`src/rtl/mult_div_unit_pkg.sv`:
```
// Op-code constants shared by ALUControl, ALU and the multiply/divide unit,
// plus small decode helpers.
package mult_div_unit_pkg;

  localparam logic [4:0] OPMULT  = 5'h10;
  localparam logic [4:0] OPMULTU = 5'h11;
  localparam logic [4:0] OPDIV   = 5'h12;
  localparam logic [4:0] OPDIVU  = 5'h13;
  localparam logic [4:0] OPMADD  = 5'h14;
  localparam logic [4:0] OPMADDU = 5'h15;
  localparam logic [4:0] OPMSUB  = 5'h16;
  localparam logic [4:0] OPMSUBU = 5'h17;
  localparam logic [4:0] OPMTHI  = 5'h18;
  localparam logic [4:0] OPMTLO  = 5'h19;
  localparam logic [4:0] OPMFHI  = 5'h1A;
  localparam logic [4:0] OPMFLO  = 5'h1B;

  function automatic logic is_mul_op(input logic [4:0] op);
    return (op == OPMULT) || (op == OPMULTU) || (op == OPMADD) || (op == OPMADDU) ||
           (op == OPMSUB) || (op == OPMSUBU);
  endfunction

  function automatic logic is_div_op(input logic [4:0] op);
    return (op == OPDIV) || (op == OPDIVU);
  endfunction

  function automatic logic is_signed_op(input logic [4:0] op);
    return (op == OPMULT) || (op == OPDIV) || (op == OPMADD) || (op == OPMSUB);
  endfunction

endpackage

```
`src/rtl/mult_div_unit_div_core.sv`:
```
// 32-iteration restoring divider on unsigned magnitudes; one quotient bit per cycle.
module div_core (
  input  logic        clk,
  input  logic        rst_n,
  input  logic        start,
  input  logic        abort,
  input  logic [31:0] dividend,
  input  logic [31:0] divisor,
  output logic [31:0] quotient,
  output logic [31:0] remainder,
  output logic        busy,
  output logic        last
);

  logic [31:0] q, r, d;
  logic [4:0]  cnt;
  logic [32:0] r_shift;
  logic [31:0] r_sub;

  // The partial remainder is always below the divisor, so the low 32 bits
  // of the subtraction are exact whenever the trial succeeds.
  assign r_shift = {r, q[31]};
  assign r_sub   = r_shift[31:0] - d;

  always_ff @(posedge clk or negedge rst_n) begin
    if (!rst_n) begin
      q    <= '0;
      r    <= '0;
      d    <= '0;
      cnt  <= '0;
      busy <= 1'b0;
    end else if (abort) begin
      cnt  <= '0;
      busy <= 1'b0;
    end else if (start) begin
      q    <= dividend;
      r    <= '0;
      d    <= divisor;
      cnt  <= '0;
      busy <= 1'b1;
    end else if (busy) begin
      if (r_shift >= {1'b0, d}) begin
        r <= r_sub;
        q <= {q[30:0], 1'b1};
      end else begin
        r <= r_shift[31:0];
        q <= {q[30:0], 1'b0};
      end
      cnt <= cnt + 5'd1;
      if (cnt == 5'd31) busy <= 1'b0;
    end
  end

  assign last      = busy && (cnt == 5'd31);
  assign quotient  = q;
  assign remainder = r;

endmodule

```
`src/rtl/mult_div_unit.sv`:
```
// Iterative multiply/divide unit owning the architectural HI/LO registers.
// Handshake: an op is taken on a rising edge where iStart=1, oBusy=0 and iAbort=0;
// oDone pulses for one cycle once HI/LO hold the result.
module mult_div_unit
  import mult_div_unit_pkg::*;
(
  input  logic        iCLK,
  input  logic        iRST_n,
  input  logic        iStart,
  input  logic        iAbort,
  input  logic [4:0]  iALUControl,
  input  logic [31:0] iA,
  input  logic [31:0] iB,
  output logic        oBusy,
  output logic        oDone,
  output logic        oDivZero,
  output logic [31:0] oHI,
  output logic [31:0] oLO,
  output logic [31:0] oResult,
  output logic [1:0]  oState
);

  typedef enum logic [1:0] {S_IDLE = 2'd0, S_MUL = 2'd1, S_DIV = 2'd2, S_FIX = 2'd3} state_e;

  state_e      state;
  logic [4:0]  cnt, op;
  logic [31:0] hi, lo, a_raw, mcand;
  logic [63:0] prod;
  logic        res_neg, rem_neg, div_zero, done, dz;

  logic        accept, a_neg, b_neg;
  logic [31:0] a_mag, b_mag, quot, rem, q_fix, r_fix;
  logic [32:0] mul_sum;
  logic [63:0] mul_p, fix_mul;
  logic        div_busy, div_last;

  assign accept = (state == S_IDLE) && iStart && !iAbort;
  assign a_neg  = iA[31] && is_signed_op(iALUControl);
  assign b_neg  = iB[31] && is_signed_op(iALUControl);
  assign a_mag  = a_neg ? -iA : iA;
  assign b_mag  = b_neg ? -iB : iB;

  // Shift-add: the multiplier sits in prod[31:0] and is consumed LSB first.
  assign mul_sum = {1'b0, prod[63:32]} + (prod[0] ? {1'b0, mcand} : 33'd0);

  assign mul_p = res_neg ? -prod : prod;
  always_comb begin
    fix_mul = mul_p;
    if (op == OPMADD || op == OPMADDU)      fix_mul = {hi, lo} + mul_p;
    else if (op == OPMSUB || op == OPMSUBU) fix_mul = {hi, lo} - mul_p;
  end
  assign q_fix = res_neg ? -quot : quot;
  assign r_fix = rem_neg ? -rem : rem;

  div_core u_div (
    .clk       (iCLK),
    .rst_n     (iRST_n),
    .start     (accept && is_div_op(iALUControl)),
    .abort     (iAbort),
    .dividend  (a_mag),
    .divisor   (b_mag),
    .quotient  (quot),
    .remainder (rem),
    .busy      (div_busy),
    .last      (div_last)
  );

  always_ff @(posedge iCLK or negedge iRST_n) begin
    if (!iRST_n) begin
      state    <= S_IDLE;
      cnt      <= '0;
      op       <= '0;
      hi       <= '0;
      lo       <= '0;
      a_raw    <= '0;
      mcand    <= '0;
      prod     <= '0;
      res_neg  <= 1'b0;
      rem_neg  <= 1'b0;
      div_zero <= 1'b0;
      done     <= 1'b0;
      dz       <= 1'b0;
    end else begin
      done <= 1'b0;
      dz   <= 1'b0;
      case (state)
        S_IDLE: begin
          if (accept && (is_mul_op(iALUControl) || is_div_op(iALUControl))) begin
            op       <= iALUControl;
            cnt      <= '0;
            a_raw    <= iA;
            mcand    <= a_mag;
            prod     <= {32'd0, b_mag};
            res_neg  <= a_neg ^ b_neg;
            rem_neg  <= a_neg;
            div_zero <= (iB == 32'd0);
            state    <= is_mul_op(iALUControl) ? S_MUL : S_DIV;
          end else if (accept && iALUControl == OPMTHI) begin
            hi <= iA;
          end else if (accept && iALUControl == OPMTLO) begin
            lo <= iA;
          end
        end
        S_MUL: begin
          if (iAbort) begin
            state <= S_IDLE;
          end else begin
            prod <= {mul_sum, prod[31:1]};
            cnt  <= cnt + 5'd1;
            if (cnt == 5'd31) state <= S_FIX;
          end
        end
        S_DIV: begin
          if (iAbort || !div_busy) state <= S_IDLE;
          else if (div_last)       state <= S_FIX;
        end
        S_FIX: begin
          state <= S_IDLE;
          if (!iAbort) begin
            done <= 1'b1;
            if (!is_div_op(op)) begin
              {hi, lo} <= fix_mul;
            end else if (div_zero) begin
              hi <= a_raw;
              lo <= 32'hFFFF_FFFF;
              dz <= 1'b1;
            end else begin
              hi <= r_fix;
              lo <= q_fix;
            end
          end
        end
        default: state <= S_IDLE;
      endcase
    end
  end

  assign oBusy    = (state != S_IDLE);
  assign oDone    = done;
  assign oDivZero = dz;
  assign oHI      = hi;
  assign oLO      = lo;
  assign oState   = state;
  assign oResult  = (iALUControl == OPMFHI) ? hi :
                    (iALUControl == OPMFLO) ? lo : 32'd0;

endmodule

```
`config.mk`:
```
export PLATFORM = sky130hd
export DESIGN_NAME = mult_div_unit
export DESIGN_NICKNAME = d
export VERILOG_FILES = /design/src/rtl/mult_div_unit_pkg.sv /design/src/rtl/mult_div_unit_div_core.sv /design/src/rtl/mult_div_unit.sv
export SDC_FILE = /design/constraint.sdc
export NUM_CORES = 1
export LEC_CHECK = 0
export ABC_AREA = 1
export ABC_CLOCK_PERIOD_IN_PS = 4500
export CORE_UTILIZATION = 30
export CTS_CLUSTER_DIAMETER = 200
export DETAILED_ROUTE_END_ITERATION = 8
export GPL_ROUTABILITY_DRIVEN = 0
export PLACE_DENSITY = 0.47
export SYNTH_ARGS = -nofsm -noshare
export SYNTH_HDL_FRONTEND = slang
export SYNTH_HIERARCHICAL = 1
export SYNTH_SLANG_ARGS = --single-unit
```
`constraint.sdc`:
```
create_clock -name iCLK -period 4.5 [get_ports iCLK]
set_clock_uncertainty 0.2 [all_clocks]
set_input_delay 0.675 -clock iCLK [delete_from_list [all_inputs] [get_ports iCLK]]
set_output_delay 0.675 -clock iCLK [all_outputs]
set_load 0.005 [all_outputs]
```
* After elaboration in Yosys (flattened, before gate mapping)
Index checks and enable logic that the tools add are counted.
Operators by class: $add $sub $neg 11, order comparisons 1, equal/unequal tests 32, multiplexer cells 55, bitwise logic cells 2, reductions and logical operators 39
Operators by type and width (count):
- two-way mux 32 bit | 23
- two-way mux 64 bit | 5
- negator 32 bit | 4
- one-hot mux 32 bit (2 select lines) | 2
- one-hot mux 64 bit (2 select lines) | 1
- == test 5 bit, second input constant | 20
- adder 64 bit | 1
- negator 64 bit | 1
- subtractor 64 bit | 1
- adder 32 x 32 -> 33 bit | 1
- greater-or-equal comparator 33 x 32 -> 1 bit | 1
- zero test 32 bit | 1
- subtractor 32 bit | 1
- two-way mux 5 bit | 5
- logical OR 1 bit | 14
- two-way mux 2 bit | 6
- two-way mux 1 bit | 11
- adder 5 x 1 -> 5 bit, second input constant | 2
- one-hot mux 5 bit (2 select lines) | 1
- logical AND 1 bit | 9
- != test 2 bit, second input constant | 4
- one-hot mux 2 bit (4 select lines) | 1
- nonzero test 2 bit | 4
- != test 2 x 1 -> 1 bit, second input constant | 3
- 12 further kinds | 18
Storage, ports and cells: register bits after elaboration 311, output and inout port bits 101, logic and storage cells 158

* Logic depth before layout (Yosys ltp)
word-level depth 10, mapped depth 31, gate-level depth less buffers 30

* Hierarchy
Netlist, hierarchy kept.
By module, submodules not included:
- mult_div_unit | instances 1, cells each 5439, area an instance 30008.8 um2, sequential area each 5180.0 um2
- div_core | instances 1, cells each 1091, area an instance 7264.5 um2, sequential area each 2552.4 um2

* Worst setup path after synthesis
No wires, ideal clock.
path type flip-flop to flip-flop, start register prod[0], end register hi[30] (netlist: oHI[30]), setup time 0.121 ns, arrival time 3.287 ns, data required time 4.179 ns, slack 0.891 ns, cell stages (with the launch flop) 29, buffers on the path 1, cell sequence dfrtp_1 -> buf_6 -> inv_4 -> ha_1 -> nand3_2 -> nor2_4 -> nand2_1 -> nor2_1 -> nand3_1 -> nand2_1 -> xor2_1 -> inv_1 -> ha_1 -> nor2_2 -> inv_1 -> nor2_1 -> inv_1 -> nor2_1 -> inv_1 -> nor2_1 -> nand2_1 -> nand2_1 -> nand2_1 -> nand3_1 -> nand3_1 -> nand2_1 -> nand3_1 -> nand2_1 -> a21oi_1
Between the ends: cells in the longest elaborated chain, start to end 8
Ends and longest elaborated chain:
- from (decl) | RTL line mult_div_unit.sv:28 | logic [63:0] prod;
- from (signal assigned) | RTL line mult_div_unit.sv:93 | prod <= {32'd0, b_mag};
- from (signal assigned) | RTL line mult_div_unit.sv:108 | prod <= {mul_sum, prod[31:1]};
- negator 64 bit | RTL line mult_div_unit.sv:46 | assign mul_p = res_neg ? -prod : prod;
- two-way mux 64 bit * | RTL line mult_div_unit.sv:46
- subtractor 64 bit | RTL line mult_div_unit.sv:50 | else if (op == OPMSUB || op == OPMSUBU) fix_mul = {hi, lo} - mul_p;
- two-way mux 64 bit | RTL line mult_div_unit.sv:50
- two-way mux 64 bit * | RTL line mult_div_unit.sv:49 | if (op == OPMADD || op == OPMADDU) fix_mul = {hi, lo} + mul_p;
- two-way mux 32 bit * | RTL line mult_div_unit.sv:121 | if (!is_div_op(op)) begin
- two-way mux 32 bit * | RTL line mult_div_unit.sv:119 | if (!iAbort) begin
- one-hot mux 32 bit (2 select lines) * | RTL line mult_div_unit.sv:86 | case (state)
- to (signal assigned) | RTL line mult_div_unit.sv:122 | {hi, lo} <= fix_mul;
- to (signal assigned) | RTL line mult_div_unit.sv:124 | hi <= a_raw;
- to (signal assigned) | RTL line mult_div_unit.sv:128 | hi <= r_fix;
- to (decl) | RTL line mult_div_unit.sv:27 | logic [31:0] hi, lo, a_raw, mcand;
Every way passes the cells marked *; elsewhere a longest branch is shown, timed or not. The select of a mux whose other input is x is not followed. A chain may end at the register's enable or synchronous reset.

* Worst setup path in the final report
start input iALUControl[2], end output oResult[16]
Between the ends: cells in the longest elaborated chain, start to end 3
Ends and longest elaborated chain:
- from (decl) | RTL line mult_div_unit.sv:11 | input logic [4:0] iALUControl,
- == test 5 bit | RTL line mult_div_unit.sv:145 | (iALUControl == OPMFLO) ? lo : 32'd0;
- two-way mux 32 bit | RTL line mult_div_unit.sv:145
- two-way mux 32 bit * | RTL line mult_div_unit.sv:144 | assign oResult = (iALUControl == OPMFHI) ? hi :
- to (decl) | RTL line mult_div_unit.sv:19 | output logic [31:0] oResult,
Every way passes the cells marked *; elsewhere a longest branch is shown, timed or not.

==> flow_summary.json <==
{
  "worstPathRequired_ns": 3.62,
  "tightest_slew_ns": 1.07,
  "grt_pass1_wl_um": 285000,
  "clkTransAtPathRegs_ns": 0.06,
  "max_slew_margin_pct": 28.4,
  "clock_latency_ns": 0.62,
  "setup_ws_ns": 0.0982,
  "reg2reg_slack_ns": 0.11,
  "ys_seq_area_share_pct": 20.7,
  "cp-end-kind": "primary output",
  "die_w_um": 354,
  "period_needed_ns": 4.40,
  "slew_violations": 0,
  "worstHoldStart": "a_raw[23]$_DFFE_PN0P_",
  "r2r_end": "oHI[15]$_DFFE_PN0P_",
  "yosysTopAreaCellShare_pct": 20.7,
  "finalCritPeriodShare_pct": 97.8,
  "ys_types": 67,
  "fmax_ghz": 0.227,
  "critPathArrivalTime_ns": 3.53,
  "hold_depth": 2,
  "root_buffer": "clkbuf_16",
  "layout-drive-gt1-share_pct": 11.5,
  "yosysWarnings": 6,
  "cts.sinks": 309,
  "critPathLaunchType": "input pin",
  "fill_cells": 13739,
  "crit_type": "input pin to primary output",
  "nNetsFinal": 7320,
  "ant_nets": 0,
  "syn2layout_area_growth_pct": 23.0,
  "syn_inst": 6530,
  "drv_cap": 0,
  "drc_errors": 0,
  "wirelength_um": 201000,
  "async_flop_share_pct": 100,
  "status": "finished clean",
  "num_vias": 44794,
  "yosys.area.top_type": "dfrtp_1",
  "hold_path_end": "a_raw[23]$_DFFE_PN0P_",
  "rr_startpoint": "prod[1]$_DFFE_PN0P_",
  "die_h_um": 354,
  "track_usage_pct": 31.1,
  "start_util_pct": 30.4,
  "drt_pre_antenna_iters": 6,
  "grt_max_degree": 99,
  "core_area_um2": 123000,
  "synth_edf_count": 0,
  "avgSynthCellArea_um2": 5.71,
  "io_pins": 174,
  "wl_per_cell_um": 23.2,
  "syn_nets": 6822,
  "ys_ff_latch": 309,
  "die_area_um2": 126000,
  "rsz0062_at_grt": "true",
  "rows": 128,
  "syn-cell-area_um2": 37300,
  "setup_viol": 0,
  "layout_common_cells": "nand2_1, inv_1, nor2_1",
  "grt.overflow.total": 0,
  "cts_tree": "done",
  "critical_path.max_fanout": 9,
  "min-delay-path-class": "flip-flop to flip-flop",
  "first_iter_violations": 4842,
  "ff2ff_path_depth": 28,
  "clockBufferDepth": 3,
  "grt_pass1_vias": 41952,
  "via_per_inst": 5.16,
  "final_common_cell": "nand2_1",
  "synth.area.top_cells": "dfrtp_1, nand2_1, inv_1",
  "dp_hpwl_um": 168000,
  "htreeDepth": 2,
  "final_hold_viol_count": 0,
  "antenna_found_initial": 7,
  "cts_buffers": 39,
  "ys.flop_type": "dfrtp_1",
  "place.port_buffers": 173,
  "post-place-ws_ns": -0.229
}
## through the flow
step                instance area (um^2)  hold WS, ns  std cells  TNS, ns  util, %
floorplan                          37300        0.179       6530        0        -
global placement                   43900        0.262       8609    -1.15     35.8
detailed placement                 43900        0.266       8609    -2.01     35.8
CTS                                45300        0.281       8678        0     37.0
global route                       45800        0.296       8680  -0.0565     37.4
finish                             45800        0.277       8683        0     37.4
## worst max-delay path by stage
stage | from | end | slack (ns) | cells past startpoint
4_1_cts | prod[27]$_DFFE_PN0P_ | oHI[2]$_DFFE_PN0P_ | 0.009 | 25
6_report | iALUControl[2] | oResult[16] | 0.1 | 7
5_1_grt | prod[1]$_DFFE_PN0P_ | oHI[29]$_DFFE_PN0P_ | -0.03 | 30
2_1_floorplan | prod[0]$_DFFE_PN0P_ | oHI[30]$_DFFE_PN0P_ | 0.89 | 28
3_3_place_gp | prod[25]$_DFFE_PN0P_ | oHI[19]$_DFFE_PN0P_ | -0.20 | 24
3_5_place_dp | prod[25]$_DFFE_PN0P_ | oHI[19]$_DFFE_PN0P_ | -0.23 | 25
## flip-flops by register name (all words and copies together), names as in the netlist
signal	cells
div_zero	1
oDivZero	1
mcand	31
u_div/d	32
u_div/quotient	32
oHI	32
oLO	32
cnt	5
prod	64
oDone	1
rem_neg	1
oState	2
u_div/cnt	5
a_raw	32
u_div/busy	1
res_neg	1
op	4
u_div/remainder	32
## logic make-up (layout without fill, tap and decap cells)
group | count (synthesis) | count (layout) | share of synthesized area [%]
and+or+nand+nor | 3499 | 3499 | 39.0
buffers and inverters | 1404 | 1929 | 14.7
AOI/OAI and AO/OA | 952 | 952 | 14.6
DFF | 309 | 309 | 20.7
adders and majority gates | 219 | 219 | 7.43
xor gates and xnor gates | 145 | 145 | 3.45
muxes | 2 | 2 | 0.0571
other | 0 | 3 | 0
## Yosys cell counts, types with 72 or more instances
cell type	n
o21ai_0	288
xor2_1	112
ha_1	215
inv_1	1185
nand2_1	2035
a21oi_1	343
nand3_1	464
nand4_1	72
dfrtp_1	309
nor2_1	726
clkbuf_1	91
buf_2	72
## worst max-delay path: stages
cell and delay (ns):
clkdlybuf4s50_1 0.49, inv_1 0.25, nand2_1 0.08, nor2_1 0.27, nand3_2 0.47, o22ai_1 0.64, clkdlybuf4s50_1 0.63
## layer usage
layer  up-vias  part of all wire (%)  global-route usage, %
met5         -                 0.013                      0
met4         4                   7.3                   19.1
met3       416                   7.3                   4.21
met2      1972                    43                   48.4
met1     20887                    42                   40.8
li1      21515                     -                      -
## cell type report
class	instances	area [um^2]	share of cell area [%]
inverter	1208	4540	9.90
timing repair buffer	653	5480	12.0
clock buffer	53	1110	2.42
multi-input combinational	4817	24700	53.8
clock inverter	15	284	0.620
sequential	309	7740	16.9
antenna	3	7.51	0.0164
tap	1625	2030	4.43
## repair_timing
item,in CTS,in global routing
pin swaps,1,2
endpoints found under the setup margin,23,40
hold endpoints to repair,70,0
hold buffers,1,0
resized for setup,11,149
setup buffers,0,2
Power is left out: the tool's default activity adds up to more than one toggle a clock period on the data nets, which glitch-free logic cannot reach.
